`config.mk`:
```
export PLATFORM = sky130hd
export DESIGN_NAME = mc_ctrl_fsm
export DESIGN_NICKNAME = d
export VERILOG_FILES = /design/src/rtl/mc_ctrl_fsm_pkg.sv /design/src/rtl/mc_ctrl_fsm_decode.sv /design/src/rtl/mc_ctrl_fsm.sv
export SDC_FILE = /design/constraint.sdc
export NUM_CORES = 1
export LEC_CHECK = 0
export CORE_ASPECT_RATIO = 1.1
export CORE_UTILIZATION = 46
export DETAILED_ROUTE_END_ITERATION = 10
export PLACE_DENSITY = 0.94
export RECOVER_POWER = 100
export SETUP_SLACK_MARGIN = 0.02
export SLEW_MARGIN = 0
export SYNTH_ARGS = -nofsm -noshare
export SYNTH_HDL_FRONTEND = slang
export SYNTH_SLANG_ARGS = --single-unit
```
`constraint.sdc`:
```
create_clock -name clk -period 9 [get_ports clk]
set_input_delay 1.8 -clock clk [delete_from_list [all_inputs] [get_ports clk]]
set_output_delay 1.8 -clock clk [all_outputs]
set_load 0.1 [all_outputs]
```
`src/rtl/mc_ctrl_fsm_pkg.sv`:
```
// Shared definitions for the multi-cycle MIPS control FSM: state encoding,
// opcode/funct values, datapath select codes and instruction-class indices.
package mc_ctrl_fsm_pkg;

    // Controller states; encodings 5..7 are illegal and recover to FETCH.
    typedef enum logic [2:0] {
        ST_FETCH  = 3'd0,
        ST_DECODE = 3'd1,
        ST_EXEC   = 3'd2,
        ST_MEM    = 3'd3,
        ST_WB     = 3'd4
    } state_e;

    // Primary opcodes (instr[31:26]).
    localparam logic [5:0] OP_RTYPE = 6'h00;
    localparam logic [5:0] OP_J     = 6'h02;
    localparam logic [5:0] OP_JAL   = 6'h03;
    localparam logic [5:0] OP_BEQ   = 6'h04;
    localparam logic [5:0] OP_ORI   = 6'h0D;
    localparam logic [5:0] OP_LUI   = 6'h0F;
    localparam logic [5:0] OP_LW    = 6'h23;
    localparam logic [5:0] OP_SW    = 6'h2B;

    // R-type function codes (instr[5:0]).
    localparam logic [5:0] FN_JR    = 6'h08;
    localparam logic [5:0] FN_ADDU  = 6'h21;
    localparam logic [5:0] FN_SUBU  = 6'h23;

    // Next-PC source.
    localparam logic [1:0] NPC_PC4  = 2'd0;
    localparam logic [1:0] NPC_BR   = 2'd1;
    localparam logic [1:0] NPC_J26  = 2'd2;
    localparam logic [1:0] NPC_JR   = 2'd3;

    // ALU operation.
    localparam logic [2:0] ALU_ADD  = 3'd0;
    localparam logic [2:0] ALU_SUB  = 3'd1;
    localparam logic [2:0] ALU_OR   = 3'd2;
    localparam logic [2:0] ALU_LUI  = 3'd3;

    // GRF write-data source.
    localparam logic [1:0] WD_ALU   = 2'd0;
    localparam logic [1:0] WD_DM    = 2'd1;
    localparam logic [1:0] WD_PC4   = 2'd2;

    // GRF destination register select.
    localparam logic [1:0] DST_RT   = 2'd0;
    localparam logic [1:0] DST_RD   = 2'd1;
    localparam logic [1:0] DST_LINK = 2'd2;

    // Immediate extension.
    localparam logic EXT_ZERO = 1'b0;
    localparam logic EXT_SIGN = 1'b1;

    // Bit positions inside the one-hot instruction-class vector.
    localparam int CLS_RCAL = 0;
    localparam int CLS_ORI  = 1;
    localparam int CLS_LUI  = 2;
    localparam int CLS_LW   = 3;
    localparam int CLS_SW   = 4;
    localparam int CLS_BEQ  = 5;
    localparam int CLS_J    = 6;
    localparam int CLS_JAL  = 7;
    localparam int CLS_JR   = 8;
    localparam int CLS_NOP  = 9;
    localparam int CLS_N    = 10;

endpackage

```
`src/rtl/mc_ctrl_fsm_decode.sv`:
```
// Instruction classifier: maps the IR contents onto exactly one class bit.
// Anything outside the supported ISA (including all-zero) lands in NOP.
module mc_ctrl_fsm_decode
    import mc_ctrl_fsm_pkg::*;
(
    input  logic [31:0]      instr,
    output logic [CLS_N-1:0] cls,
    output logic             rcal_sub
);

    logic [5:0] opcode;
    logic [5:0] funct;

    assign opcode = instr[31:26];
    assign funct  = instr[5:0];

    // Opcode/funct decode into a one-hot class; fall-through is NOP.
    always_comb begin
        cls      = '0;
        rcal_sub = 1'b0;
        if (instr == 32'd0) begin
            cls[CLS_NOP] = 1'b1;
        end else begin
            case (opcode)
                OP_RTYPE: begin
                    if (funct == FN_ADDU) begin
                        cls[CLS_RCAL] = 1'b1;
                    end else if (funct == FN_SUBU) begin
                        cls[CLS_RCAL] = 1'b1;
                        rcal_sub      = 1'b1;
                    end else if (funct == FN_JR) begin
                        cls[CLS_JR] = 1'b1;
                    end else begin
                        cls[CLS_NOP] = 1'b1;
                    end
                end
                OP_ORI:  cls[CLS_ORI] = 1'b1;
                OP_LUI:  cls[CLS_LUI] = 1'b1;
                OP_LW:   cls[CLS_LW]  = 1'b1;
                OP_SW:   cls[CLS_SW]  = 1'b1;
                OP_BEQ:  cls[CLS_BEQ] = 1'b1;
                OP_J:    cls[CLS_J]   = 1'b1;
                OP_JAL:  cls[CLS_JAL] = 1'b1;
                default: cls[CLS_NOP] = 1'b1;
            endcase
        end
    end

endmodule

```
`src/rtl/mc_ctrl_fsm.sv`:
```
// Multi-cycle MIPS control FSM. Sequences FETCH/DECODE/EXEC/MEM/WB, drives
// every datapath enable and select, and counts retired instructions.
module mc_ctrl_fsm
    import mc_ctrl_fsm_pkg::*;
#(
    parameter int CNT_W    = 32,
    parameter int LINK_REG = 31
) (
    input  logic             clk,
    input  logic             reset,
    input  logic [31:0]      instr,
    input  logic             alu_zero,
    output logic             pc_en,
    output logic [1:0]       npc_sel,
    output logic             ir_we,
    output logic             grf_we,
    output logic [1:0]       reg_dst,
    output logic [1:0]       wd_sel,
    output logic [2:0]       alu_op,
    output logic             alu_src_b,
    output logic             ext_op,
    output logic             dm_we,
    output logic [2:0]       state,
    output logic [CNT_W-1:0] instr_cnt
);

    // The datapath routes reg_dst = DST_LINK to this register; it must be a
    // writable GRF entry.
    if (LINK_REG < 1 || LINK_REG > 31) begin : g_bad_link_reg
        $error("LINK_REG must select a writable GRF register (1..31)");
    end

    state_e           state_q, state_d;
    logic [CNT_W-1:0] instr_cnt_q, instr_cnt_d;
    logic             retire;
    logic [CLS_N-1:0] cls;
    logic             rcal_sub;

    mc_ctrl_fsm_decode u_decode (
        .instr    (instr),
        .cls      (cls),
        .rcal_sub (rcal_sub)
    );

    // Next-state, retirement and Moore output decode; reset overrides all.
    always_comb begin
        state_d   = state_q;
        retire    = 1'b0;
        pc_en     = 1'b0;
        npc_sel   = NPC_PC4;
        ir_we     = 1'b0;
        grf_we    = 1'b0;
        reg_dst   = DST_RT;
        wd_sel    = WD_ALU;
        alu_op    = ALU_ADD;
        alu_src_b = 1'b0;
        ext_op    = EXT_ZERO;
        dm_we     = 1'b0;

        // ALU setup follows the instruction class once the IR is valid, so
        // operands are stable from DECODE through write-back.
        if (state_q != ST_FETCH) begin
            if (cls[CLS_RCAL]) begin
                alu_op = rcal_sub ? ALU_SUB : ALU_ADD;
            end else if (cls[CLS_ORI]) begin
                alu_op    = ALU_OR;
                alu_src_b = 1'b1;
                ext_op    = EXT_ZERO;
            end else if (cls[CLS_LUI]) begin
                alu_op    = ALU_LUI;
                alu_src_b = 1'b1;
                ext_op    = EXT_ZERO;
            end else if (cls[CLS_LW] || cls[CLS_SW]) begin
                alu_op    = ALU_ADD;
                alu_src_b = 1'b1;
                ext_op    = EXT_SIGN;
            end else if (cls[CLS_BEQ]) begin
                alu_op    = ALU_SUB;
                alu_src_b = 1'b0;
            end
        end

        case (state_q)
            ST_FETCH: begin
                // PC+4 is committed here for every instruction.
                ir_we   = 1'b1;
                pc_en   = 1'b1;
                npc_sel = NPC_PC4;
                state_d = ST_DECODE;
            end
            ST_DECODE: begin
                if (cls[CLS_J]) begin
                    pc_en   = 1'b1;
                    npc_sel = NPC_J26;
                    retire  = 1'b1;
                    state_d = ST_FETCH;
                end else if (cls[CLS_JAL]) begin
                    // PC+4 register still holds this instruction's link value.
                    pc_en   = 1'b1;
                    npc_sel = NPC_J26;
                    grf_we  = 1'b1;
                    reg_dst = DST_LINK;
                    wd_sel  = WD_PC4;
                    retire  = 1'b1;
                    state_d = ST_FETCH;
                end else if (cls[CLS_JR]) begin
                    pc_en   = 1'b1;
                    npc_sel = NPC_JR;
                    retire  = 1'b1;
                    state_d = ST_FETCH;
                end else if (cls[CLS_NOP]) begin
                    retire  = 1'b1;
                    state_d = ST_FETCH;
                end else begin
                    state_d = ST_EXEC;
                end
            end
            ST_EXEC: begin
                if (cls[CLS_BEQ]) begin
                    // Branch resolves here; retires whether taken or not.
                    npc_sel = NPC_BR;
                    pc_en   = alu_zero;
                    retire  = 1'b1;
                    state_d = ST_FETCH;
                end else if (cls[CLS_LW] || cls[CLS_SW]) begin
                    state_d = ST_MEM;
                end else if (cls[CLS_RCAL] || cls[CLS_ORI] || cls[CLS_LUI]) begin
                    state_d = ST_WB;
                end else begin
                    state_d = ST_FETCH;
                end
            end
            ST_MEM: begin
                if (cls[CLS_SW]) begin
                    dm_we   = 1'b1;
                    retire  = 1'b1;
                    state_d = ST_FETCH;
                end else if (cls[CLS_LW]) begin
                    state_d = ST_WB;
                end else begin
                    state_d = ST_FETCH;
                end
            end
            ST_WB: begin
                if (cls[CLS_RCAL]) begin
                    grf_we  = 1'b1;
                    reg_dst = DST_RD;
                    wd_sel  = WD_ALU;
                    retire  = 1'b1;
                end else if (cls[CLS_ORI] || cls[CLS_LUI]) begin
                    grf_we  = 1'b1;
                    reg_dst = DST_RT;
                    wd_sel  = WD_ALU;
                    retire  = 1'b1;
                end else if (cls[CLS_LW]) begin
                    grf_we  = 1'b1;
                    reg_dst = DST_RT;
                    wd_sel  = WD_DM;
                    retire  = 1'b1;
                end
                state_d = ST_FETCH;
            end
            default: begin
                // Illegal encoding: recover silently, nothing enabled.
                state_d = ST_FETCH;
            end
        endcase

        // Reset abandons any in-flight instruction within the same cycle.
        if (reset) begin
            state_d   = ST_FETCH;
            retire    = 1'b0;
            pc_en     = 1'b0;
            npc_sel   = NPC_PC4;
            ir_we     = 1'b0;
            grf_we    = 1'b0;
            reg_dst   = DST_RT;
            wd_sel    = WD_ALU;
            alu_op    = ALU_ADD;
            alu_src_b = 1'b0;
            ext_op    = EXT_ZERO;
            dm_we     = 1'b0;
        end
    end

    // Retired-instruction counter, wrapping modulo 2^CNT_W.
    always_comb begin
        instr_cnt_d = instr_cnt_q + CNT_W'(retire);
    end

    // State and counter registers with synchronous reset.
    always_ff @(posedge clk) begin
        if (reset) begin
            state_q     <= ST_FETCH;
            instr_cnt_q <= '0;
        end else begin
            state_q     <= state_d;
            instr_cnt_q <= instr_cnt_d;
        end
    end

    assign state     = state_q;
    assign instr_cnt = instr_cnt_q;

endmodule

```
### Word level (Yosys, flattened, before mapping)

Cells that the tools add are included.

* bits in registers: 35
* bits in latches: 0
* bits in writable memories: 0
* memory bits (read-only): 0
* bits of input ports: 35
* output and inout port bits: 50
* logic and storage cells: 117
* memories kept: 0

* $add $sub $neg: 1
* multipliers: 0
* divide/modulo/power cells: 0
* $lt $le $gt $ge: 0
* eq/ne operators: 14
* shifts and indexed selects: 0
* mux-type cells: 91
* bitwise gates (word level): 0
* reduce and logical (&&, ||, !) cells: 9

Operator list (number)
* 1-bit two-way mux: 58
* 2-bit two-way mux: 18
* 32-bit by 1-bit adder with 32-bit output: 1
* 32-bit zero test: 1
* 6-bit == test (second input constant): 4
* 6-bit by 4-bit == test with 1-bit output (second input constant): 3
* 3-bit two-way mux: 6
* 6-bit by 2-bit == test with 1-bit output (second input constant): 2
* 2-bit one-hot mux with 2 select lines: 3
* 3-bit one-hot mux with 4 select lines: 1
* 9-bit two-way mux: 1
* 7-bit OR reduction: 1
* 3-bit by 2-bit == test with 1-bit output (second input constant): 2
* 6-bit by 3-bit == test with 1-bit output (second input constant): 1
* 6-bit zero test: 1
* 1-bit logical OR: 4
* 1-bit one-hot mux with 2 select lines: 2
* 1-bit one-hot mux with 4 select lines: 1
* 3-bit by 1-bit == test with 1-bit output (second input constant): 1
* 3-bit == test (second input constant): 1
* 3-bit zero test: 1
* 1-bit one-hot mux with 3 select lines: 1
* 3-bit nonzero test: 1

### Depth between registers and ports, before layout

Gate-level depths: netlist of the first run.

* depth in word-level cells: 13
* gate-level depth with buffers: 13
* depth with buffers taken out: 10

### Modules after synthesis

From an unflattened synthesis of the first run, not the netlist that was laid out.

* cell total of the unflattened synthesis: 267
* area total of the unflattened synthesis: 2119.5 sq um

By module, submodules not included
* mc_ctrl_fsm: times used 1, cells each 236, area an instance 1931.9 sq um, seq. area each 700.7 sq um
* mc_ctrl_fsm_decode: times used 1, cells each 31, area an instance 187.7 sq um, seq. area each 0.0 sq um

### Least setup slack after synthesis of the first run

Ideal clock, no wire load.

* path type: input to output
* start point: in instr[31]
* end point: out dm_we
* data arrival time: 4722 ps
* data required time: 7200 ps
* setup slack: 2478 ps
* stages: 5
* buffers on the path: 2
* path through: buf_2 nand3b_1 or3b_2 clkbuf_1 nor3_1

* cells in the longest elaborated chain, start to end: 6
* elaborated cells between the ends (all ways): 7
* classes of those cells: eq/ne (1); mux (5); reduce/logical (1)

Ends and longest elaborated chain
* from (decl): line mc_ctrl_fsm.sv:11 `input logic [31:0] instr,`
* 6-bit == test: line mc_ctrl_fsm_decode.sv:24 `case (opcode)`
* 1-bit two-way mux: line mc_ctrl_fsm_decode.sv:24
* 9-bit two-way mux *: line mc_ctrl_fsm_decode.sv:21 `if (instr == 32'd0) begin`
* 1-bit two-way mux *: line mc_ctrl_fsm.sv:134 `if (cls[CLS_SW]) begin`
* 1-bit two-way mux *: line mc_ctrl_fsm.sv:83 `case (state_q)`
* 1-bit two-way mux *: line mc_ctrl_fsm.sv:170 `if (reset) begin`
* to (decl): line mc_ctrl_fsm.sv:22 `output logic dm_we,`

Mark *: on every way between the ends. The rest lies on a longest branch, timed or not.

### Final worst setup path of the first run

* start point: in instr[31]
* end point: out npc_sel[0]

* cells in the longest elaborated chain, start to end: 8
* elaborated cells between the ends (all ways): 16
* classes of those cells: eq/ne (3); mux (11); reduce/logical (2)

Ends and longest elaborated chain
* 6-bit zero test: line mc_ctrl_fsm_decode.sv:24
* 1-bit two-way mux: line mc_ctrl_fsm_decode.sv:24
* 9-bit two-way mux *: line mc_ctrl_fsm_decode.sv:21
* 2-bit two-way mux: line mc_ctrl_fsm.sv:106 `end else if (cls[CLS_JR]) begin`
* 2-bit two-way mux: line mc_ctrl_fsm.sv:97 `end else if (cls[CLS_JAL]) begin`
* 2-bit two-way mux: line mc_ctrl_fsm.sv:92 `if (cls[CLS_J]) begin`
* 2-bit one-hot mux with 2 select lines *: line mc_ctrl_fsm.sv:83
* 2-bit two-way mux *: line mc_ctrl_fsm.sv:170
* to (decl): line mc_ctrl_fsm.sv:14 `output logic [1:0] npc_sel,`

Marked as above.

==> results of run 1 <==
## worst min-delay path: stages (launching register included)
cell and delay [ns]:
dfxtp_1 0.32, o31ai_1 0.06, a21oi_1 0.05
## area by class of cell
cell class | count | area (um2) | area share
inverters | 8 | 30.0 | 0.0109
repair buffers | 64 | 638 | 0.232
clock inverters | 2 | 35.0 | 0.0127
well taps | 54 | 67.6 | 0.0245
multi-input cells | 191 | 1200 | 0.436
clock buffers | 6 | 82.6 | 0.0300
flip-flops and latches | 35 | 701 | 0.254
## cell usage after synthesis, types with 2 or more instances
library cell / n
dfxtp_1: 35
a21oi_1: 25
nand2_1: 18
nor2_1: 18
o31ai_1: 17
or4_1: 17
clkbuf_1: 13
nor3_1: 10
inv_1: 8
nand3_1: 8
or3_1: 8
nand4_1: 6
nor4_1: 6
xnor2_1: 6
o21ai_0: 5
or3b_2: 5
buf_6: 4
nor2b_1: 4
and2_1: 3
and4_1: 3
nor4b_1: 3
or2_2: 3
xor2_1: 3
a211oi_1: 2
and3_1: 2
buf_2: 2
buf_4: 2
ha_1: 2
mux2_2: 2
nand2b_1: 2
nand4b_1: 2
## how the worst min path moves through the flow
stage                              from                  endpoint  slack [ns]  depth (start not counted)
3_3_place_gp   instr_cnt[31]$_SDFF_PP0_  instr_cnt[31]$_SDFF_PP0_        0.46                          2
6_report       instr_cnt[31]$_SDFF_PP0_  instr_cnt[31]$_SDFF_PP0_        0.48                          2
3_5_place_dp   instr_cnt[31]$_SDFF_PP0_  instr_cnt[31]$_SDFF_PP0_        0.48                          2
4_1_cts        instr_cnt[31]$_SDFF_PP0_  instr_cnt[31]$_SDFF_PP0_        0.49                          2
5_1_grt        instr_cnt[31]$_SDFF_PP0_  instr_cnt[31]$_SDFF_PP0_        0.50                          2
2_1_floorplan  instr_cnt[12]$_SDFF_PP0_  instr_cnt[12]$_SDFF_PP0_        0.93                          2
## state kept, by name, summed over array words and instances (netlist names)
name and flops:
instr_cnt 32, state 3
## power by group through the flow
stage	clock, mW	sequential (mW)	combinational (mW)
after floorplan	0	0.166	0.0220
after global placement	0	0.161	0.0385
after detailed placement	0	0.161	0.0390
after CTS	0.148	0.157	0.0391
after global routing	0.156	0.157	0.0405
final	0.146	0.157	0.0384
## metal layers
layer,track usage,part of all wire,up-vias,wire (um)
met5,0,0,-,0
met4,0.0725,0.017,0,83
met3,0.0613,0.060,8,288
met2,0.374,0.50,71,2430
met1,0.250,0.42,975,2020
li1,-,-,1050,-
## kinds of logic after synthesis
kind of cell / count (synthesis) / synth area share
flops: 35 / 0.342
other cells: 1 / 0.00183
buf+inv: 29 / 0.0726
mux: 2 / 0.0110
simple gates: 122 / 0.354
compound gates: 55 / 0.168
fa+ha+maj: 2 / 0.0122
xor+xnor: 9 / 0.0384
## through the flow
stage / setup slack (ns) / hold slack, ns / utilization / instance area, um2
after floorplan: 2.48 / 0.931 / - / 2050
after global placement: 2.48 / 0.459 / 0.615 / 2640
after detailed placement: 2.43 / 0.480 / 0.615 / 2640
after CTS: 2.43 / 0.490 / 0.643 / 2760
after global routing: 2.17 / 0.499 / 0.643 / 2760
final: 2.28 / 0.483 / 0.643 / 2760
==> metrics.md, run 1 <==
| Metric | Value |
|---|---|
| Result of the run | `completed` |
| Critical path cell sequence | `dlygate4sd3_1 > nor3_1 > nand4_1 > or4b_2 > a21oi_1 > dlygate4sd3_1` |
| Relative contribution of the clock network to total power | `0.427` |
| Worst setup path category | `input pin to output pin` |
| Number of levels the H-tree was split into | `2` |
| Number of instances in the placed design | `352` |
| Via count of the first global-routing pass | `1876` |
| Total global-route track usage | `0.215` |
| Minimum clock period after layout | `6.72 ns` |
| Core region area | `0.00429 mm2` |
| Worst-margin pin slew | `1.01 ns` |
| Number of buffers inserted to repair setup after CTS | `0` |
| Number of warning messages in the yosys log | `0` |
| Reg-to-reg endpoint | `instr_cnt[22]$_SDFF_PP0_` |
| Switching fraction of total power | `0.245` |
| Top-level port count | `85` |
| Site Rows | `25` |
| Commonest register cell after synthesis | `dfxtp_1` |
| Reg-to-reg slack, setup | `5.68 ns` |
| Synth area leaders | `dfxtp_1 34%, o31ai_1 6.2%, or4_1 6.2%, a21oi_1 6.1%, nand2_1 3.3%` |
| Area leader, netlist | `dfxtp_1` |
| Die outline height | `72.0 um` |
| Crit end category | `output pin` |
| Estimated wirelength of the detail-placed design | `3540 um` |
| Via count | `2104` |
| Final-report setup violation count | `0` |
| Diode insertion count for antenna repair | `0` |
| RSZ-0062 raised after global routing | `no` |
| Bufs on Longest Clock Path | `2` |
| Worst reg2reg path startpoint | `state[0]$_SDFF_PP0_` |
| Initial Utilization | `0.479` |
| Residual antenna-violating net count after detailed routing | `0` |
| Wire length of the first global-routing pass | `8140 um` |
| Clk_lat worst skew | `0.28 ns` |
| Switching power total | `0.0837 mW` |
| Fraction of post-synthesis cell area in the top cell type by area | `0.342` |
| Total power divided by cell area | `124 mW/mm2` |
| Family of cells with the greatest summed delay on the critical path | `buffers and inverters` |
| Post-CTS Resized | `0` |
| Total power after layout | `0.341 mW` |
| Synthesis-to-layout area growth | `34.4%` |
| CTS Hold Bufs | `0` |
| Max Cap Violations | `0` |
| Pin count of the biggest net entering global routing | `31` |
| Synth cell types | `42` |
| Number of flops mapped to enable cells by yosys | `0` |
| Initial DRC Count | `132` |
| Largest fanout on the critical path | `10` |
| Data required time of the critical path | `7.20 ns` |
| Antenna violations before repair | `0` |
| Startpoint type of the worst setup path | `input pin` |
| Part of the cycle the worst path needs | `0.747` |
| Share of the yosys chip area belonging to registers | `0.342` |
| Weighted congestion reported at the end of routability-driven placement | `0.862` |
| Worst path slowest cell | `dlygate4sd3_1` |
| Worst endpoint data arrival time | `4.92 ns` |
| Detailed-route DRC error count | `0` |
| Share of synthesized flip-flops with an asynchronous set or reset | `0` |
| CP startpoint | `instr[31]` |
| Sum of overflow across all layers after global routing | `0` |
| Worst VDD drop | `0.0831 mV` |
| Power share of the sequential group | `0.461` |
| X dimension of the die | `65.7 um` |
| Average size of a mapped cell | `8.04 um2` |
| Internal cell power | `0.258 mW` |
| Wirelength per Cell | `13.4 um` |
| Clock-pin slew of the registers on the worst-case setup and hold paths | `0.07 ns` |
| Cells after Synth | `255` |
| Standby leakage power | `1.02 nW` |
| Max frequency | `0.149 GHz` |
| Count of pins over their slew limit | `0` |
| Combinational power share | `0.112` |
| Worst Reg-to-Reg Cells | `9` |
| Filler-free cell count of the finished design | `360` |
| CP Buf/Inv Count | `2` |
| Netlist area before placement | `0.00205 mm2` |
| Total Nets Final | `342` |
| Number of stages on the worst setup path | `6` |
| Number of fillers in the final layout | `357` |
| CTS sink count | `35` |
| Most used cell along the critical path | `dlygate4sd3_1` |
| Cts bufs inserted | `5` |
| Leading cell type in the layout, fill and taps excluded | `dlygate4sd3_1` |
| TritonCTS clock tree | `yes` |
| Mapped Nets | `292` |
| Input/output buffers | `63` |
| Number of hold-slack violations in the final timing report | `0` |
| Final-layout setup total negative slack | `0 ns` |
| Synthesized flop and latch total | `35` |
| Share of post-route cells with drive strength above 1 | `0.0784` |
| Maximum single-stage delay on the critical path | `1.21 ns` |
| Count of TritonRoute iterations in the first routing pass | `4` |
| Average via count per standard cell | `5.84` |
| CTS Root Buffer Type | `clkbuf_8` |
| Most frequent cells in the layout | `50 x dlygate4sd3_1, 35 x dfxtp_1, 25 x a21oi_1` |
| Relative slew margins | `0.323` |
| Hold Path Class | `register to register` |
| Clock Skew | `0.00476 ns` |
| Worst setup path endpoint | `npc_sel[0]` |
| Die area | `0.00473 mm2` |
| Total wirelength of the detailed-routed design | `4820 um` |
(Power assumes the default switching activity.)
==> inputs of run 2 (changes only) <==
--- a/config.mk
+++ b/config.mk
@@ -6,9 +6,9 @@
 export NUM_CORES = 1
 export LEC_CHECK = 0
 export CORE_ASPECT_RATIO = 1.1
-export CORE_UTILIZATION = 46
+export CORE_UTILIZATION = 43
 export DETAILED_ROUTE_END_ITERATION = 10
-export PLACE_DENSITY = 0.94
+export PLACE_DENSITY = 0.89
 export RECOVER_POWER = 100
 export SETUP_SLACK_MARGIN = 0.02
 export SLEW_MARGIN = 0
==> constraint.sdc (replaced) <==
create_clock -name clk -period 6.2 [get_ports clk]
set_input_delay 1.24 -clock clk [delete_from_list [all_inputs] [get_ports clk]]
set_output_delay 1.24 -clock clk [all_outputs]
set_load 0.1 [all_outputs]
==> run 2 against run 1 <==
Against the previous run: first-iteration DRC count grew 6.1%; worst setup slack lost 1.3 ns; routed wire length grew 0.37%; worst hold slack lost 0.0088 ns; sequential share of layout area grew 1.1 points; total power grew 31%; largest cell class unchanged; largest power group unchanged.
==> metrics.md, run 2 (synthesized netlist as in run 1, its figures left out) <==
| Metric | Value |
|---|---|
| Result of the run | `completed` |
| Min Hold Slack | `0.475 ns (-0.00877 ns)` |
| Sum of overflow across all layers after global routing | `0 (unchanged)` |
| Die outline height | `74.4 um (+3.3%)` |
| Worst endpoint data arrival time | `4.00 ns (-0.92 ns)` |
| Final std cell area, no fill | `0.00264 mm2 (-4.1%)` |
| Max frequency | `0.191 GHz` |
| Input/output buffers | `63 (unchanged)` |
| X dimension of the die | `67.8 um (+3.3%)` |
| CTS Root Buffer Type | `clkbuf_8` |
| Hold Path Class | `register to register` |
| Relative contribution of the clock network to total power | `0.365 (-0.062)` |
| CTS Hold Bufs | `0 (unchanged)` |
| Count of TritonRoute iterations in the first routing pass | `4 (unchanged)` |
| Final-report setup violation count | `0 (unchanged)` |
| Count of pins over their slew limit | `0 (unchanged)` |
| Switching power total | `0.116 mW (+39%)` |
| Wirelength per Cell | `13.5 um (+0.65%)` |
| Minimum clock period after layout | `5.24 ns` |
| Leading cell type in the layout, fill and taps excluded | `dlygate4sd3_1` |
| Bufs on Longest Clock Path | `2 (unchanged)` |
| Crit end category | `output pin` |
| Diode insertion count for antenna repair | `0 (unchanged)` |
| Antenna violations before repair | `0 (unchanged)` |
| Weighted congestion reported at the end of routability-driven placement | `0.839 (-2.6%)` |
| Placed inst area | `0.00260 mm2 (-1.3%)` |
| Number of buffers inserted to repair setup after CTS | `0 (unchanged)` |
| TritonCTS clock tree | `yes` |
| Startpoint type of the worst setup path | `input pin` |
| Worst-margin pin slew | `1.17 ns (+0.158 ns)` |
| Die area | `0.00505 mm2 (+6.8%)` |
| RSZ-0062 raised after global routing | `no` |
| Clk_lat worst skew | `0.28 ns (about the same)` |
| Wire length of the first global-routing pass | `7980 um (-2.0%)` |
| Combinational power share | `0.122 (+0.010)` |
| Relative slew margins | `0.223 (-0.100)` |
| Number of levels the H-tree was split into | `2 (unchanged)` |
| CTS sink count | `35 (unchanged)` |
| Total Nets Final | `342 (unchanged)` |
| Total wirelength of the detailed-routed design | `4840 um (+0.37%)` |
| Post-CTS Resized | `0 (unchanged)` |
| Total global-route track usage | `0.201 (-0.0139)` |
| Residual antenna-violating net count after detailed routing | `0 (unchanged)` |
| Top-level port count | `85 (unchanged)` |
| Pin count of the biggest net entering global routing | `36 (+16%)` |
| Standby leakage power | `0.929 nW (-8.5%)` |
| Power share of the sequential group | `0.513 (+0.052)` |
| Core region area | `0.00444 mm2 (+3.6%)` |
| Total power after layout | `0.446 mW (+31%)` |
| Total power divided by cell area | `169 mW/mm2 (+36%)` |
| Clock-pin slew of the registers on the worst-case setup and hold paths | `0.06 ns (about the same)` |
| Internal cell power | `0.330 mW (+28%)` |
| Cts bufs inserted | `5 (unchanged)` |
| Max FFs per register | `32 (unchanged)` |
| Number of hold-slack violations in the final timing report | `0 (unchanged)` |
| Synthesis-to-layout area growth | `28.8%` |
| Average via count per standard cell | `5.79 (-0.87%)` |
| Via count of the first global-routing pass | `1892 (+0.85%)` |
| Share of post-route cells with drive strength above 1 | `0.0787 (+0.000257)` |
| Max Cap Violations | `0 (unchanged)` |
| Most frequent cells in the layout | `37 x dlygate4sd3_1, 35 x dfxtp_1, 25 x a21oi_1` |
| Part of the cycle the worst path needs | `0.845` |
| Estimated wirelength of the detail-placed design | `3550 um (+0.40%)` |
| Largest fanout on the critical path | `10 (unchanged)` |
| Switching fraction of total power | `0.260 (+0.0151)` |
| Initial DRC Count | `140 (+6.1%)` |
| Worst setup path category | `input pin to output pin` |
| Detailed-route DRC error count | `0 (unchanged)` |
| Site Rows | `25 (unchanged)` |
| Data required time of the critical path | `4.96 ns (-2.24 ns)` |
| Worst VDD drop | `0.111 mV (+33%)` |
| Final-layout setup total negative slack | `0 ns (unchanged)` |
| Clock Skew | `0.00499 ns (+0.000229 ns)` |
| Initial Utilization | `0.462 (-0.0169)` |
| Via count | `2080 (-1.1%)` |
## run 2: cell count changes in the layout (fill, tap and decap cells not counted)
cell | previous run | this run
buf_4 | 1 | 2
bufinv_16 | 1 | 0
clkbuf_1 | 0 | 13
clkdlybuf4s50_1 | 13 | 12
dlygate4sd3_1 | 50 | 37
## run 2: cell type report
type,instances,area [um2]
multi-input combinational,191,1200
clock buffer,6,82.6
inverter,8,30.0
clock inverter,1,5.00
tap,54,67.6
timing repair buffer,64,554
fill,415,1800
sequential,35,701
## run 2: routing by layer
metal | wire [um] | vias up | track usage | share of wire
met4 | 48 | 0 | 0.0764 | 0.0099
met1 | 2050 | 953 | 0.225 | 0.42
met3 | 272 | 5 | 0.0399 | 0.056
met2 | 2470 | 79 | 0.370 | 0.51
li1 | - | 1043 | - | -
met5 | 0 | - | 0 | 0
## run 2: metrics by stage
stage,util,setup WS [ns],std cells
finish,0.595,0.964,359
global route,0.595,0.835,359
CTS,0.606,1.21,359
detailed placement,0.586,0.912,352
global placement,0.586,1.04,352
floorplan,-,0.798,255
## run 2: worst max-delay path, stage by stage
cell	delay, ns
dlygate4sd3_1	0.66
or3b_2	0.52
nor3_1	0.46
nand2_1	0.11
a21oi_1	0.14
clkbuf_1	0.87
## run 2: power groups by stage
stage / registers (mW) / clock network (mW) / logic, mW
after global placement: 0.233 / 0 / 0.0558
after detailed placement: 0.234 / 0 / 0.0562
after CTS: 0.229 / 0.167 / 0.0563
after global routing: 0.229 / 0.173 / 0.0576
after floorplan: 0.242 / 0 / 0.0320
final: 0.229 / 0.163 / 0.0545
## run 2: worst paths after layout
path | start | endpoint | slack (ns) | depth (start not counted)
worst max register to register | state[0]$_SDFF_PP0_ | instr_cnt[22]$_SDFF_PP0_ | 2.73 | 9
worst max-delay path | instr[31] | pc_en | 0.96 | 6
worst min-delay path | instr_cnt[31]$_SDFF_PP0_ | instr_cnt[31]$_SDFF_PP0_ | 0.47 | 2
worst min register to register | instr_cnt[31]$_SDFF_PP0_ | instr_cnt[31]$_SDFF_PP0_ | 0.47 | 2
==> inputs of run 3 (changes only) <==
--- a/config.mk
+++ b/config.mk
@@ -6,9 +6,9 @@
 export NUM_CORES = 1
 export LEC_CHECK = 0
 export CORE_ASPECT_RATIO = 1.1
-export CORE_UTILIZATION = 43
+export CORE_UTILIZATION = 39
 export DETAILED_ROUTE_END_ITERATION = 10
-export PLACE_DENSITY = 0.89
+export PLACE_DENSITY = 0.86
 export RECOVER_POWER = 100
 export SETUP_SLACK_MARGIN = 0.02
 export SLEW_MARGIN = 0
==> constraint.sdc (replaced) <==
create_clock -name clk -period 4.5 [get_ports clk]
set_input_delay 0.9 -clock clk [delete_from_list [all_inputs] [get_ports clk]]
set_output_delay 0.9 -clock clk [all_outputs]
set_load 0.1 [all_outputs]
==> run 3 against run 2 <==
Against the previous run: sequential cell count unchanged; combinational power grew 49%; sequential power grew 38%; the run now ends with DRC left; sequential share of layout area decreased by 1.9 points; critical path depth up 1; largest cell class unchanged.
==> metrics.md, run 3 (synthesized netlist as in run 1, its figures left out) <==
| Metric | Value |
|---|---|
| Result of the run | `complete, but fails checks` |
| Violated checks | `DRC` |
| Via count | `2165 (+4.1%)` |
| Number of levels the H-tree was split into | `2 (unchanged)` |
| Worst Reg-to-Reg Cells | `10 (+1)` |
| Total wirelength of the detailed-routed design | `5230 um (+8.2%)` |
| Clock-pin slew of the registers on the worst-case setup and hold paths | `0.08 ns (+0.02 ns)` |
| Weighted congestion reported at the end of routability-driven placement | `0.942 (+12%)` |
| Wire length of the first global-routing pass | `9120 um (+14%)` |
| Diode insertion count for antenna repair | `0 (unchanged)` |
| Met2 track utilization from global routing | `0.355 (-0.0144)` |
| Max frequency | `0.237 GHz` |
| Number of fillers in the final layout | `460 (+11%)` |
| Largest fanout on the critical path | `5 (-5)` |
| Bufs on Longest Clock Path | `2 (unchanged)` |
| Minimum clock period after layout | `4.21 ns` |
| Average via count per standard cell | `5.73 (-1.1%)` |
| Initial Utilization | `0.407 (-0.0543)` |
| Worst-margin pin slew | `1.16 ns (-0.00820 ns)` |
| Reg-to-reg slack, setup | `1.32 ns (-1.41 ns)` |
| Site Rows | `27 (+8.0%)` |
| Sum of overflow across all layers after global routing | `0 (unchanged)` |
| Min Hold Slack | `0.496 ns (+0.0214 ns)` |
| Standby leakage power | `1.07 nW (+16%)` |
| Total Nets Final | `356 (+4.1%)` |
| Crit end category | `output pin` |
| Estimated wirelength of the detail-placed design | `3900 um (+9.8%)` |
| Die outline height | `78.1 um (+4.9%)` |
| Data required time of the critical path | `3.60 ns (-1.36 ns)` |
| CTS Root Buffer Type | `clkbuf_8` |
| Number of buffers inserted to repair setup after CTS | `0 (unchanged)` |
| Reg-to-reg endpoint | `instr_cnt[26]$_SDFF_PP0_` |
| Final-report setup violation count | `0 (unchanged)` |
| Synthesis-to-layout area growth | `38.8%` |
| Pin count of the biggest net entering global routing | `27 (-25%)` |
| Global-route met1 utilization | `0.233 (+0.00734)` |
| Worst reg2reg path startpoint | `state[0]$_SDFF_PP0_` |
| Count of TritonRoute iterations in the first routing pass | `10 (+6)` |
| Most frequent cells in the layout | `36 x dlygate4sd3_1, 35 x dfxtp_1, 25 x a21oi_1` |
| Die area | `0.00555 mm2 (+10%)` |
| Detailed-route DRC error count | `7 (+7)` |
| Hold Path Class | `register to register` |
| Post-CTS Resized | `0 (unchanged)` |
| Via count of the first global-routing pass | `2062 (+9.0%)` |
| CTS Hold Bufs | `0 (unchanged)` |
| Worst VDD drop | `0.109 mV (-1.5%)` |
| GRT Max-Usage Layer | `met2` |
| Max FFs per register | `32 (unchanged)` |
| Number of instances on the worst hold path | `2 (unchanged)` |
| Antenna violations before repair | `0 (unchanged)` |
| Initial DRC Count | `182 (+30%)` |
| Share of post-route cells with drive strength above 1 | `0.138 (+0.0588)` |
| Input/output buffers | `63 (unchanged)` |
| Clock Skew | `0.00687 ns (+0.00188 ns)` |
| Total power divided by cell area | `239 mW/mm2 (+42%)` |
| TritonCTS clock tree | `yes` |
| X dimension of the die | `71.1 um (+4.9%)` |
| Cts bufs inserted | `5 (unchanged)` |
| Worst endpoint data arrival time | `3.31 ns (-0.69 ns)` |
| Startpoint type of the worst setup path | `input pin` |
| Wirelength per Cell | `13.8 um (+2.7%)` |
| Part of the cycle the worst path needs | `0.936` |
| Top-level port count | `85 (unchanged)` |
| Final-layout setup total negative slack | `0 ns (unchanged)` |
| Hold worst-path end | `instr_cnt[29]$_SDFF_PP0_` |
| Core region area | `0.00503 mm2 (+13%)` |
| Relative slew margins | `0.229 (+0.00544)` |
| Clk_lat worst skew | `0.29 ns (about the same)` |
| RSZ-0062 raised after global routing | `no` |
| Leading cell type in the layout, fill and taps excluded | `dlygate4sd3_1` |
| Worst hold start | `instr_cnt[29]$_SDFF_PP0_` |
| Residual antenna-violating net count after detailed routing | `0 (unchanged)` |
| CTS sink count | `35 (unchanged)` |
| Max Cap Violations | `0 (unchanged)` |
| Met3 usage | `0.0578 (+0.0179)` |
| Count of pins over their slew limit | `0 (unchanged)` |
| Worst setup path category | `input pin to output pin` |
| Number of hold-slack violations in the final timing report | `0 (unchanged)` |
| Total global-route track usage | `0.202 (+0.000890)` |
==> run 3: metal layers <==
layer / wire length [um] / vias up
met3: 344 / 5
li1: - / 1065
met1: 2190 / 1013
met4: 49 / 0
met2: 2640 / 82
met5: 0 / -
==> run 3: final cells by class <==
cell class,count,area [um2],share of cell area
clock buffers,5,68.8,0.0242
repair buffers,78,724,0.255
clock inverters,3,43.8,0.0154
multi-input cells,191,1210,0.424
well taps,58,72.6,0.0255
flip-flops and latches,35,701,0.246
inverters,8,30.0,0.0105
==> run 3: worst max-delay path, cell delays in order <==
cell           delay, ns
dlygate4sd3_1       0.61
clkbuf_1            0.16
nor3_1              0.19
nand4_1             0.17
or4b_2              0.63
a21oi_1             0.18
clkbuf_2            0.48
==> run 3: worst max-delay path by stage <==
stage / depth (start not counted) / endpoint / start / slack (ns)
5_1_grt: 12 / instr_cnt[12]$_SDFF_PP0_ / instr[28] / 0.13
4_1_cts: 12 / instr_cnt[26]$_SDFF_PP0_ / instr[28] / 0.43
3_3_place_gp: 12 / instr_cnt[20]$_SDFF_PP0_ / instr[28] / 0.22
6_report: 7 / npc_sel[0] / instr[28] / 0.29
2_1_floorplan: 5 / npc_sel[0] / instr[26] / 0.08
3_5_place_dp: 12 / instr_cnt[18]$_SDFF_PP0_ / instr[28] / 0.15
==> run 3: metrics by stage <==
step	area, um2	power [mW]	setup slack, ns	utilization	cells
final	2850	0.681	0.286	0.565	378
after global routing	2850	0.709	0.128	0.565	378
after CTS	3000	0.693	0.428	0.596	378
after detailed placement	2890	0.410	0.150	0.573	370
after global placement	2890	0.409	0.218	0.573	370
after floorplan	2060	0.377	0.0830	-	255
==> run 3: report_power, final <==
part           internal (mW)  switching [mW]
clock network          0.165           0.121
logic                 0.0274          0.0538
registers              0.311         0.00341
==> edit 1, RTL diff (settings of run 3) <==
Reset style: asynchronous (`reset`), changed in one clocked block. Comments in the files are not updated.
--- a/src/rtl/mc_ctrl_fsm.sv
+++ b/src/rtl/mc_ctrl_fsm.sv
@@ -189,7 +189,7 @@
     end
 
     // State and counter registers with synchronous reset.
-    always_ff @(posedge clk) begin
+    always_ff @(posedge clk or posedge reset) begin
         if (reset) begin
             state_q     <= ST_FETCH;
             instr_cnt_q <= '0;
Function: differs if reset is asserted again (counterexample within 4 cycles, from zero or initial values and one cycle with reset high); with reset held inactive, the same outputs for 10 cycles.
==> edit 1 against run 3 <==
- the flow still finishes with violations (DRC)
- area after synthesis fell by 0.92%
- sequential cell count did not move
- critical endpoint is now pc_en
- routed wire length fell by 10%
- core utilization fell by 1.8 points
- count of clock-buffer cells in the layout rose by 1
- sequential share of layout area rose by 7.4 points
- design area fell by 3.9%
- worst setup slack improved by 120 ps
- worst hold slack got worse by 9.2 ps
Power is not compared: it rests on default switching activity, and its combinational part moved more than twofold at a synthesized area within 25%.
==> edit 1: results (changes against run 3) <==
Syn Nets = 239 (-18%)
GRT Total Usage = 18.35% (-1.9 points)
area share of fa/ha/maj cells after synthesis = 1.232% (+0.011 points)
post-synthesis mux area share = 0% (-1.1 points)
# nets final = 303 (-15%)
WHS Path Cells = 1 (-1)
Vias/cell = 5.503 (-3.9%)
Synth Area in XOR/XNOR = 12.93% (+9.1 points)
global-route wire length before repair = 8.114 mm (-11%)
Fmax = 244.1 MHz (+2.9%)
Setup Skew = 1.511 ps (-5.360 ps)
DRC viols = 8 (+1)
reg2reg setup slack = 1570 ps (+250 ps)
failing checks = DRC
ys async rst share = 100.0% (+100 points)
Worst setup endpoint = pc_en
Detailed Place HPWL = 3.600 mm (-7.7%)
GPL Wtd Cong = 0.8738 (-7.3%)
largest net degree at the start of global routing = 25 (-7.4%)
WHS Endpoint = instr_cnt[31]$_DFF_PP0_
worst r2r src = state[0]$_DFF_PP0_
status = complete, but fails checks
Synth area leaders = dfrtp_1, xnor2_1, nand3_1
share of cells above drive strength 1 = 14.29% (+0.54 points)
CP Launch Point = instr[26]
edit 1: changes by cell type in the layout (fill, tap and decap cells not counted), sizes merged, moves of 12 or more:
cell / before / now
o31ai: 17 / 3
or4: 17 / 0
a21oi: 25 / 4
buf: 13 / 1
dfrtp: 0 / 35
dfxtp: 35 / 0
xnor2: 6 / 25
edit 1: final cells by class:
type	count	area (µm²)
clock inverter	1	5.005
multi-input combinational	151	1101
fill	437	2263
clock buffer	6	82.58
inverter	8	30.03
tap	58	72.57
sequential	35	875.8
timing repair buffer	65	569.3
edit 1: critical path: stages:
cell and delay (ps):
dlygate4sd3_1 670, or3_1 510, nor2_4 150, a31oi_1 130, a2111oi_4 320, clkbuf_2 500
edit 1: logic make-up after synthesis:
kind of cell,after synthesis
AND/OR/NAND/NOR,103
flip-flops,35
XOR/XNOR,30
buffers and inverters,16
AO/OA/AOI/OAI,15
adder cells (fa/ha/maj),2
other,1
edit 1: report_power, final:
group          internal, W  total [W]  switching, W
registers         0.000335   0.000362     0.0000272
clock network     0.000120   0.000223      0.000103
logic            0.0000573   0.000267      0.000210
total             0.000512   0.000852      0.000340
edit 1: routing by layer:
metal	wire, µm	vias to the layer above
met1	1946	852
met5	0	-
met4	40	0
met2	2422	75
met3	296	5
li1	-	851
edit 1: per-stage QoR:
stage	hold slack, ps	cell area, µm²	power, W	utilization, %	instances
2_1_floorplan	1041	2061	0.0005744	-	202
3_3_place_gp	479.4	2720	0.0006470	54.40	317
3_5_place_dp	479.3	2720	0.0006506	54.40	317
4_1_cts	492.8	2808	0.0008733	56.16	324
5_1_grt	523.0	2736	0.0008871	54.73	324
6_report	486.7	2736	0.0008525	54.73	324
==> edit 2, RTL diff (flow settings as in run 3) <==
Without the edit above. The parameter `CNT_W` goes from 32 to 16.
--- a/src/rtl/mc_ctrl_fsm.sv
+++ b/src/rtl/mc_ctrl_fsm.sv
@@ -3,7 +3,7 @@
 module mc_ctrl_fsm
     import mc_ctrl_fsm_pkg::*;
 #(
-    parameter int CNT_W    = 32,
+    parameter int CNT_W    = 16,
     parameter int LINK_REG = 31
 ) (
     input  logic             clk,
Interface: changed (resized instr_cnt); port bits go from 85 to 69. The function was not compared with the original's and may differ.
==> edit 2 against run 3 <==
- total power shrank 51%
- routed wire length is 39% lower
- sequential cell count shrank 16
- design area is 41% lower
- area after synthesis is 42% lower
- worst setup slack improved by 46 ps
- clock skew shrank 1.2 ps
- die area fell by 41%
==> edit 2: results (changes against run 3) <==
CTS buffer count = 3 (-2)
placed cell count = 227 (-39%)
CP max FO = 7 (+2)
largest net degree at the start of global routing = 25 (-7.4%)
# fillers = 266 (-42%)
Worst path max stage delay = 670 ps (+40 ps)
Psw = 0.0001032 W (-42%)
Detailed Place HPWL = 2.553 mm (-35%)
met2 Use GR = 35.89% (+0.36 points)
wire per inst = 13.91 µm (+0.51%)
slowest CP cell = dlygate4sd3_1
worst endpoint data arrival time = 3270 ps (-40 ps)
Distinct cells, synth = 41 (-2.4%)
# nets final = 236 (-34%)
GR Layer Usage met1 = 25.43% (+2.2 points)
H-tree levels = 1 (-1)
global-route wire length before repair = 5.106 mm (-44%)
Avg Cell Area, Syn = 7.762 µm² (-3.5%)
max reg flops = 16 (-50%)
VDD IR max = 0.0002012 V (+85%)
pre-CTS setup slack = 327.6 ps (+178.0 ps)
Seq/Total Area, Yosys = 32.24% (-1.9 points)
via count of the first global-routing pass = 1244 (-40%)
Rel. slew slack = 21.85% (-1.0 points)
GRT Total Usage = 21.40% (+1.2 points)
status = completed
met3 usage = 5.598% (-0.18 points)
Setup Skew = 5.688 ps (-1.183 ps)
router iterations before antenna repair = 4 (-6)
Vias/cell = 5.779 (+0.90%)
synth cell count leaders = dfxtp_1, nor2_1, nand2_1, a21oi_1
Clock Tree Root = clkbuf_4
Vias = 1335 (-38%)
share of cells above drive strength 1 = 13.64% (-0.11 points)
GPL Wtd Cong = 0.9177 (-2.6%)
# port buffers = 47 (-25%)
[edit 2: changes by cell type after synthesis, moves of 3 or more]
cell      change
buf_6         -4
nor4_1        -3
nand3_1       -6
or4_1        -16
nand2_1       -5
inv_1         -5
clkbuf_1      -9
or3b_2        -4
a21oi_1      -15
o31ai_1      -17
dfxtp_1      -16
[edit 2: final timing paths]
path                           startpoint                       end  slack (ps)  cells after the start
setup / recovery                instr[28]                    grf_we         330                      6
hold / removal    instr_cnt[8]$_SDFF_PP0_   instr_cnt[8]$_SDFF_PP0_         510                      2
setup reg to reg      state[0]$_SDFF_PP0_  instr_cnt[13]$_SDFF_PP0_        1490                      8
hold reg to reg   instr_cnt[8]$_SDFF_PP0_   instr_cnt[8]$_SDFF_PP0_         510                      2
[edit 2: per-layer routing]
metal	wire length [µm]	part of all wire, %
met1	1356	42
met2	1644	51
met3	161	5.0
met4	51	1.6
met5	0	0
[edit 2: area by class of cell]
cell class	instances	share of cell area [%]
tap	33	2.444
inverter	3	0.6667
clock buffer	4	1.556
timing repair buffer	49	27.26
sequential	19	22.52
multi-input combinational	123	45.56
[edit 2: power by group through the flow]
| stage | combinational, W | clock [W] | sequential [W] |
|---|---|---|---|
| 5_1_grt | 0.0000781 | 0.0000959 | 0.000173 |
| 4_1_cts | 0.0000765 | 0.0000886 | 0.000173 |
| 3_5_place_dp | 0.0000761 | 0 | 0.000177 |
| 6_report | 0.0000742 | 0.0000845 | 0.000173 |
| 2_1_floorplan | 0.0000368 | 0 | 0.000187 |
| 3_3_place_gp | 0.0000749 | 0 | 0.000177 |
[edit 2: cells by family after synthesis]
| logic type | synth area share, % |
|---|---|
| AND/OR/NAND/NOR | 40.72 |
| other | 0.3178 |
| XOR/XNOR | 5.938 |
| adder cells (fa/ha/maj) | 2.121 |
| buffers and inverters | 3.816 |
| AO/OA/AOI/OAI | 14.85 |
| flip-flops | 32.24 |
[edit 2: worst reg2reg max path: stages (launching register included)]
cell and delay (ps):
dfxtp_1 450, or4b_2 710, a31o_2 260, o211ai_1 120, ha_1 210, nand3_1 100
or4_1 520, or3_1 400, a21oi_1 180
[edit 2: stage by stage]
step / power [W] / instance area, µm²
detailed placement: 0.0002529 / 1769
global placement: 0.0002518 / 1769
global route: 0.0003473 / 1689
floorplan: 0.0002243 / 1211
finish: 0.0003315 / 1689
CTS: 0.0003381 / 1795
